### src/rtl/add2_sum_accumulator.sv
// Accumulates COUNT adder sums (or fewer, on flush) into a frame total on a valid/ready port.
// Optional macro ADD2_ACC_SATURATE_EN: clamp the total at 2^ACC_W-1 instead of wrapping.
module add2_sum_accumulator #(
   parameter  int ACC_W = 8,
   parameter  int COUNT = 4,
   localparam int CNT_W = $clog2(COUNT + 1)
) (
   input  logic             clock,
   input  logic             reset,
   input  logic             in_valid,
   output logic             in_ready,
   input  logic [2:0]       in_sum,
   input  logic             flush,
   output logic             out_valid,
   input  logic             out_ready,
   output logic [ACC_W-1:0] out_acc,
   output logic [CNT_W-1:0] out_cnt,
   output logic             out_ovf
);

   typedef enum logic {ACCUM = 1'b0, HOLD = 1'b1} state_t;

   state_t             state_q, state_d;
   logic [ACC_W-1:0]   acc_q, acc_d;
   logic [CNT_W-1:0]   cnt_q, cnt_d;
   logic               ovf_q, ovf_d;
   logic [ACC_W-1:0]   out_acc_q, out_acc_d;
   logic [CNT_W-1:0]   out_cnt_q, out_cnt_d;
   logic               out_ovf_q, out_ovf_d;

   logic               accept;
   logic               close;
   logic [ACC_W:0]     sum_ext;
   logic               carry;
   logic [ACC_W-1:0]   acc_add;
   logic [CNT_W-1:0]   cnt_inc;

   assign accept  = in_valid && (state_q == ACCUM);
   assign sum_ext = {1'b0, acc_q} + {{(ACC_W-2){1'b0}}, in_sum};
   assign carry   = sum_ext[ACC_W];
   assign cnt_inc = cnt_q + CNT_W'(1);

`ifdef ADD2_ACC_SATURATE_EN
   // Once clamped, any further add either carries again or adds zero, so it stays clamped.
   assign acc_add = carry ? {ACC_W{1'b1}} : sum_ext[ACC_W-1:0];
`else
   assign acc_add = sum_ext[ACC_W-1:0];
`endif

   // Flush with an empty frame and no sum this cycle must not emit a result.
   assign close = (accept && (cnt_inc == CNT_W'(COUNT))) ||
                  (flush && ((cnt_q != '0) || accept));

   always_comb begin
      state_d   = state_q;
      acc_d     = acc_q;
      cnt_d     = cnt_q;
      ovf_d     = ovf_q;
      out_acc_d = out_acc_q;
      out_cnt_d = out_cnt_q;
      out_ovf_d = out_ovf_q;
      unique case (state_q)
         ACCUM: begin
            if (accept) begin
               acc_d = acc_add;
               cnt_d = cnt_inc;
               ovf_d = ovf_q | carry;
            end
            if (close) begin
               state_d   = HOLD;
               out_acc_d = acc_d;
               out_cnt_d = cnt_d;
               out_ovf_d = ovf_d;
            end
         end
         HOLD: begin
            if (out_ready) begin
               state_d = ACCUM;
               acc_d   = '0;
               cnt_d   = '0;
               ovf_d   = 1'b0;
            end
         end
         default: state_d = ACCUM;
      endcase
   end

   always_ff @(posedge clock) begin
      if (reset) begin
         state_q   <= ACCUM;
         acc_q     <= '0;
         cnt_q     <= '0;
         ovf_q     <= 1'b0;
         out_acc_q <= '0;
         out_cnt_q <= '0;
         out_ovf_q <= 1'b0;
      end else begin
         state_q   <= state_d;
         acc_q     <= acc_d;
         cnt_q     <= cnt_d;
         ovf_q     <= ovf_d;
         out_acc_q <= out_acc_d;
         out_cnt_q <= out_cnt_d;
         out_ovf_q <= out_ovf_d;
      end
   end

   assign in_ready  = (state_q == ACCUM) && !reset;
   assign out_valid = (state_q == HOLD);
   assign out_acc   = out_acc_q;
   assign out_cnt   = out_cnt_q;
   assign out_ovf   = out_ovf_q;

endmodule

### config.mk
export PLATFORM = sky130hd
export DESIGN_NAME = add2_sum_accumulator
export DESIGN_NICKNAME = d
export VERILOG_FILES = /design/src/rtl/add2_sum_accumulator.sv
export SDC_FILE = /design/constraint.sdc
export NUM_CORES = 1
export LEC_CHECK = 0
export BUFFER_PORTS_ARGS = -buffer_cell sky130_fd_sc_hd__buf_2
export CORE_ASPECT_RATIO = 1.4
export CORE_MARGIN = 1
export CORE_UTILIZATION = 30
export CTS_BUF_LIST = sky130_fd_sc_hd__clkbuf_2 sky130_fd_sc_hd__clkbuf_4 sky130_fd_sc_hd__clkbuf_8
export CTS_CLUSTER_DIAMETER = 200
export CTS_CLUSTER_SIZE = 12
export DETAILED_ROUTE_END_ITERATION = 7
export PLACE_DENSITY = 0.45
export RECOVER_POWER = 25
export SYNTH_ARGS = -nofsm -noshare
export SYNTH_HDL_FRONTEND = slang
export SYNTH_SLANG_ARGS = --single-unit
### constraint.sdc
create_clock -name clock -period 4.5 [get_ports clock]
set_input_delay 0 -clock clock [delete_from_list [all_inputs] [get_ports clock]]
set_output_delay 0 -clock clock [all_outputs]
set_load 0.05 [all_outputs]
* Word-level counts from Yosys, hierarchy flattened
Cells that the tools add are included.
** Storage, ports and cells
- Bits in registers :: 25
- Input bits :: 8
- Output and inout bits :: 14
- Word-level logic and storage cells :: 34
** Operators by class
- $add $sub $neg :: 2
- Equal/unequal tests :: 2
- Multiplexer cells :: 12
- Bitwise logic cells :: 2
- Reductions and logical operators :: 9
** Operators by type and width (count)
- $mux 8 :: 2
- $pmux 8 s2 :: 1
- $add 8x3->9 :: 1
- $mux 3 :: 2
- $pmux 3 s2 :: 1
- $logic_and 1x1->1 :: 4
- $mux 1 :: 4
- $pmux 1 s2 :: 2
- $add 3x1->3 const B :: 1
- $eq 3x3->1 const B :: 1
- $reduce_bool 3->1 :: 1
- $logic_or 1x1->1 :: 2
- $ne 2x2->1 const B :: 1
- $reduce_and 2->1 :: 1
- $logic_not 1->1 :: 1
- $not 1->1 :: 1
- $or 1x1->1 :: 1

* Longest topological paths before layout
- Depth after elaboration :: 7
- Gate-level depth with buffers :: 7
- Gate-level depth less buffers :: 6

* Least setup slack after synthesis
Ideal clock, no wire load.
- Path kind :: register to register
- Start :: register state_q (netlist: out_valid)
- End :: register out_acc_q[7] (netlist: out_acc[7])
- Setup time :: 133 ps
- Arrival time :: 1596 ps
- Required time :: 4367 ps
- Path slack :: 2772 ps
- Cell stages (with the launch flop) :: 7
- Path buffers :: 2
- Clock period less this slack :: 1728 ps
- Path through :: dfxtp_1 nor2b_1 buf_4 a32o_2 buf_6 nor2_1 a311oi_2
** On the way
- Word-level cells in the longest chain between the ends :: 6
- Elaborated cells on any way between the ends :: 8
- Those cells by class :: mux: 1; bitwise: 1; reduce/logical: 6
** Ends and longest elaborated chain
- start: declaration :: line 23 : state_t state_q, state_d;
- start signal: assignment :: line 98 : state_q <= state_d;
- $not 1->1 *
- $logic_and 1x1->1 :: line 38 : assign accept = in_valid && (state_q == ACCUM);
- $logic_or 1x1->1 :: line 52 : (flush && ((cnt_q != '0) || accept));
- $logic_and 1x1->1 :: line 52
- $logic_or 1x1->1 :: line 51 : assign close = (accept && (cnt_inc == CNT_W'(COUNT))) ||
- $reduce_and 2->1 (no line)
- end signal: assignment :: line 102 : out_acc_q <= out_acc_d;
- end: declaration :: line 27 : logic [ACC_W-1:0] out_acc_q, out_acc_d;
Mark *: on every way between the ends. The rest lies on a longest branch, timed or not.
A chain may end at the register's enable or synchronous reset.

* Worst setup path after layout
- Start :: register acc_q[0]
- End :: register out_acc_q[6] (netlist: out_acc[6])
** On the way
- Word-level cells in the longest chain between the ends :: 2
** Ends and longest elaborated chain
- start: declaration :: line 24 : logic [ACC_W-1:0] acc_q, acc_d;
- start signal: assignment :: line 91 : acc_q <= '0;
- start signal: assignment :: line 99 : acc_q <= acc_d;
- $add 8x3->9 :: line 39 : assign sum_ext = {1'b0, acc_q} + {{(ACC_W-2){1'b0}}, in_sum};
- $mux 8 :: line 64 : if (accept) begin
Every way passes these cells.

==> run metrics <==
initial core utilization=32.1%; antenna viol nets, final=0; Synth Flop Type=dfxtp_1; fmax=0.542 GHz; Setup crit end kind=register; Ports=22; area of the core=0.00402 mm2; total of max-cap violations=0; failing checks=DRC; delay-heaviest family, CP=adder cells; Synth Cell Area=0.00129 mm2; CP arrival=2040 ps; TritonRoute pass-1 iters=6; slowest CP cell=fa_1; Wirelength per Cell=13.6 um; skew final=7.56 ps; crit-path cells=ha_1 -> fa_1 -> a21oi_1 -> nor3_1 -> xnor2_1 -> a211oi_1; Synth Area in XOR/XNOR=2.72%; Critical Path Source=acc_q[0]$_SDFFE_PP0P_; cell leakage power=0.603 nW; Adder-Cell Fraction of Synth Area=7.38%; NumNets Final=174; dpl cells=197; clock buffer depth=2; # hold bufs at CTS=0; drt drc=1; Levels on crit path=6; clock transition at the registers of the reported paths=90 ps; largest net degree at the start of global routing=28; min cycle time layout=1840 ps; R2R setup slack=2660 ps; CP Buf/Inv Count=0; slew at the pin closest to its max-slew limit=632 ps; Yosys cell types=39; layout cell share with drive strength beyond 1=16.5%; EDFF count, synth=0; Total Wirelength=2.74 mm; worst r2r path cells=6; max-slew violations=0; crit-path max FO=5; H-tree depth=1; Final GP Congestion=0.794; DIE HEIGHT=79.6 um; Post-DP HPWL=1.97 mm; Seq/Total Area, Yosys=38.8%; initial DRC count=57; TritonCTS buffer count=3; Synth Area in Simple Gates=19.3%; Hold Crit Class=input pin to register; clock tree sinks=25; Max stage delay on crit path=400 ps; met2 wire len=1.20 mm; initial antenna violation count=0; setup TNS=0 ps; antenna fix cells=0; die width=57.4 um; vias=1,035; Port Buf Inserts=21; Clk Latency, worst-skew pair=280 ps; setup repair bufs after CTS=0; Std-Cell Rows=27; Die Area=0.00457 mm2; worst flop-to-flop path endpoint=out_acc[6]$_SDFFE_PP0P_; Slew headroom=57.8%; post-route clock period utilization=41.0%; GR Overflow Total=0; yosys warns=0; Syn Nets=155; Setup Viol. Count Final=0; Hold Vio Cnt, Final=0; area growth from synthesis to layout=11.7%; vias in the first global route=1,010; Post-Syn Area per Cell=9.21 um2; ys async rst share=0%; Met1 Routed Length=1.38 mm; reg-to-reg startpoint=acc_q[0]$_SDFFE_PP0P_; outcome=finished with violations; flops & latches, synth=25; top routing layer used=met4; unrepaired setup endpoints after global routing=no; post-synthesis mux area share=3.88%; CP Data Required Time=4700 ps; Worst setup SP type=register; Clock Tree Root=clkbuf_8; met3 WL=93 um; largest family of logic cells by synthesized area=compound AO/OA/AOI/OAI gates; CP endpoint=out_acc[6]$_SDFFE_PP0P_; Gate Count Post-Synth=140; crit path kind=register to register; PostCTS Resize Cnt=0; Final Non-Filler Cells=201; vias per inst=5.15; P per Cell Area=358 mW/mm2; Max IR drop VDD=0.0000990 V; first-pass GRT wire length=4.71 mm; complex-gate fraction of the synthesized area=22.8%; GRT Total Usage=13.2%; CTS tree=yes
## cell usage in the layout (no fill, tap or decap), types with 3 or more instances in the layout
cell,synthesis,final
ha_1,6,6
dfxtp_1,25,25
clkbuf_8,0,3
a311oi_1,4,4
inv_1,4,4
clkbuf_1,4,9
nand2_1,7,7
a211oi_1,6,6
nor3_1,3,3
o21ai_0,4,4
buf_2,1,12
nor2_1,23,23
nor2b_1,3,3
mux2i_1,5,5
a22oi_1,4,4
a21oi_1,9,9
## through the flow
stage	worst slack, ps	instance area, um2	power (mW)	utilization [%]	hold slack, ps
2_1_floorplan	2770	1290	0.358	-	173
3_3_place_gp	2710	1410	0.383	35.0	335
3_5_place_dp	2670	1410	0.386	35.0	335
4_1_cts	2640	1450	0.528	36.1	28.2
5_1_grt	2420	1440	0.545	35.8	44.1
6_report	2660	1440	0.515	35.8	37.7
## worst reg2reg max path, stage by stage (launching register included)
cell	delay (ps)
dfxtp_1	330
ha_1	210
fa_1	400
a21oi_1	300
nor3_1	130
xnor2_1	160
a211oi_1	230
## worst min-delay path by stage
stage          depth (start not counted)      start                     to
6_report                               3  out_ready  acc_q[2]$_SDFFE_PP0P_
3_5_place_dp                           3  out_ready  acc_q[2]$_SDFFE_PP0P_
3_3_place_gp                           3  out_ready  acc_q[2]$_SDFFE_PP0P_
5_1_grt                                3  out_ready  acc_q[2]$_SDFFE_PP0P_
4_1_cts                                3  out_ready  acc_q[2]$_SDFFE_PP0P_
2_1_floorplan                          2  out_ready  acc_q[2]$_SDFFE_PP0P_
## cell usage after synthesis (2+ instances only)
library cell,count,area [um2]
a211oi_1,6,45.0
a211oi_2,2,25.0
a21oi_1,9,45.0
a22oi_1,4,30.0
a311oi_1,4,35.0
buf_6,2,22.5
clkbuf_1,4,15.0
dfxtp_1,25,500
ha_1,6,75.1
inv_1,4,15.0
mux2i_1,5,50.1
nand2_1,7,26.3
nand2b_1,2,12.5
nand3_1,2,10.0
nand3b_1,2,15.0
nor2_1,23,86.3
nor2b_1,3,18.8
nor3_1,3,15.0
o211ai_1,2,15.0
o21ai_0,4,20.0
xnor2_1,2,17.5
xor2_1,2,17.5
## sequential cells by signal, summed over array words and instances (netlist names)
signal / flops
out_valid: 1
out_acc: 8
cnt_q: 3
acc_q: 8
out_cnt: 3
ovf_q: 1
out_ovf: 1
## layer usage
| layer | GRT usage (%) | up-vias |
|---|---|---|
| met5 | 0 | - |
| met2 | 20.0 | 25 |
| met4 | 6.59 | 0 |
| li1 | - | 544 |
| met1 | 18.0 | 459 |
| met3 | 2.11 | 7 |
## report_power, final
part / leakage [nW] / switching, mW / internal (mW) / total, mW
Clock: 0.0255 / 0.0763 / 0.0621 / 0.138
Combinational: 0.373 / 0.0882 / 0.0389 / 0.127
Sequential: 0.204 / 0.0135 / 0.236 / 0.250
## cell type report
cell class | instances | area [um2]
tap | 43 | 53.8
clock buffer | 3 | 41.3
sequential | 25 | 500
fill | 440 | 2580
clock inverter | 1 | 5.00
timing repair buffer | 22 | 101
multi-input combinational | 103 | 723
inverter | 4 | 15.0
## logic make-up (layout without fill, tap and decap cells)
kind of cell               Yosys count  count (layout)
DFF                                 25              25
muxes                                5               5
xor gates and xnor gates             4               4
AOI/OAI and AO/OA                   39              39
buffers and inverters               12              30
adders and majority gates            7               7
and+or+nand+nor                     48              48
No activity file was read; power rests on OpenSTA's default activity.
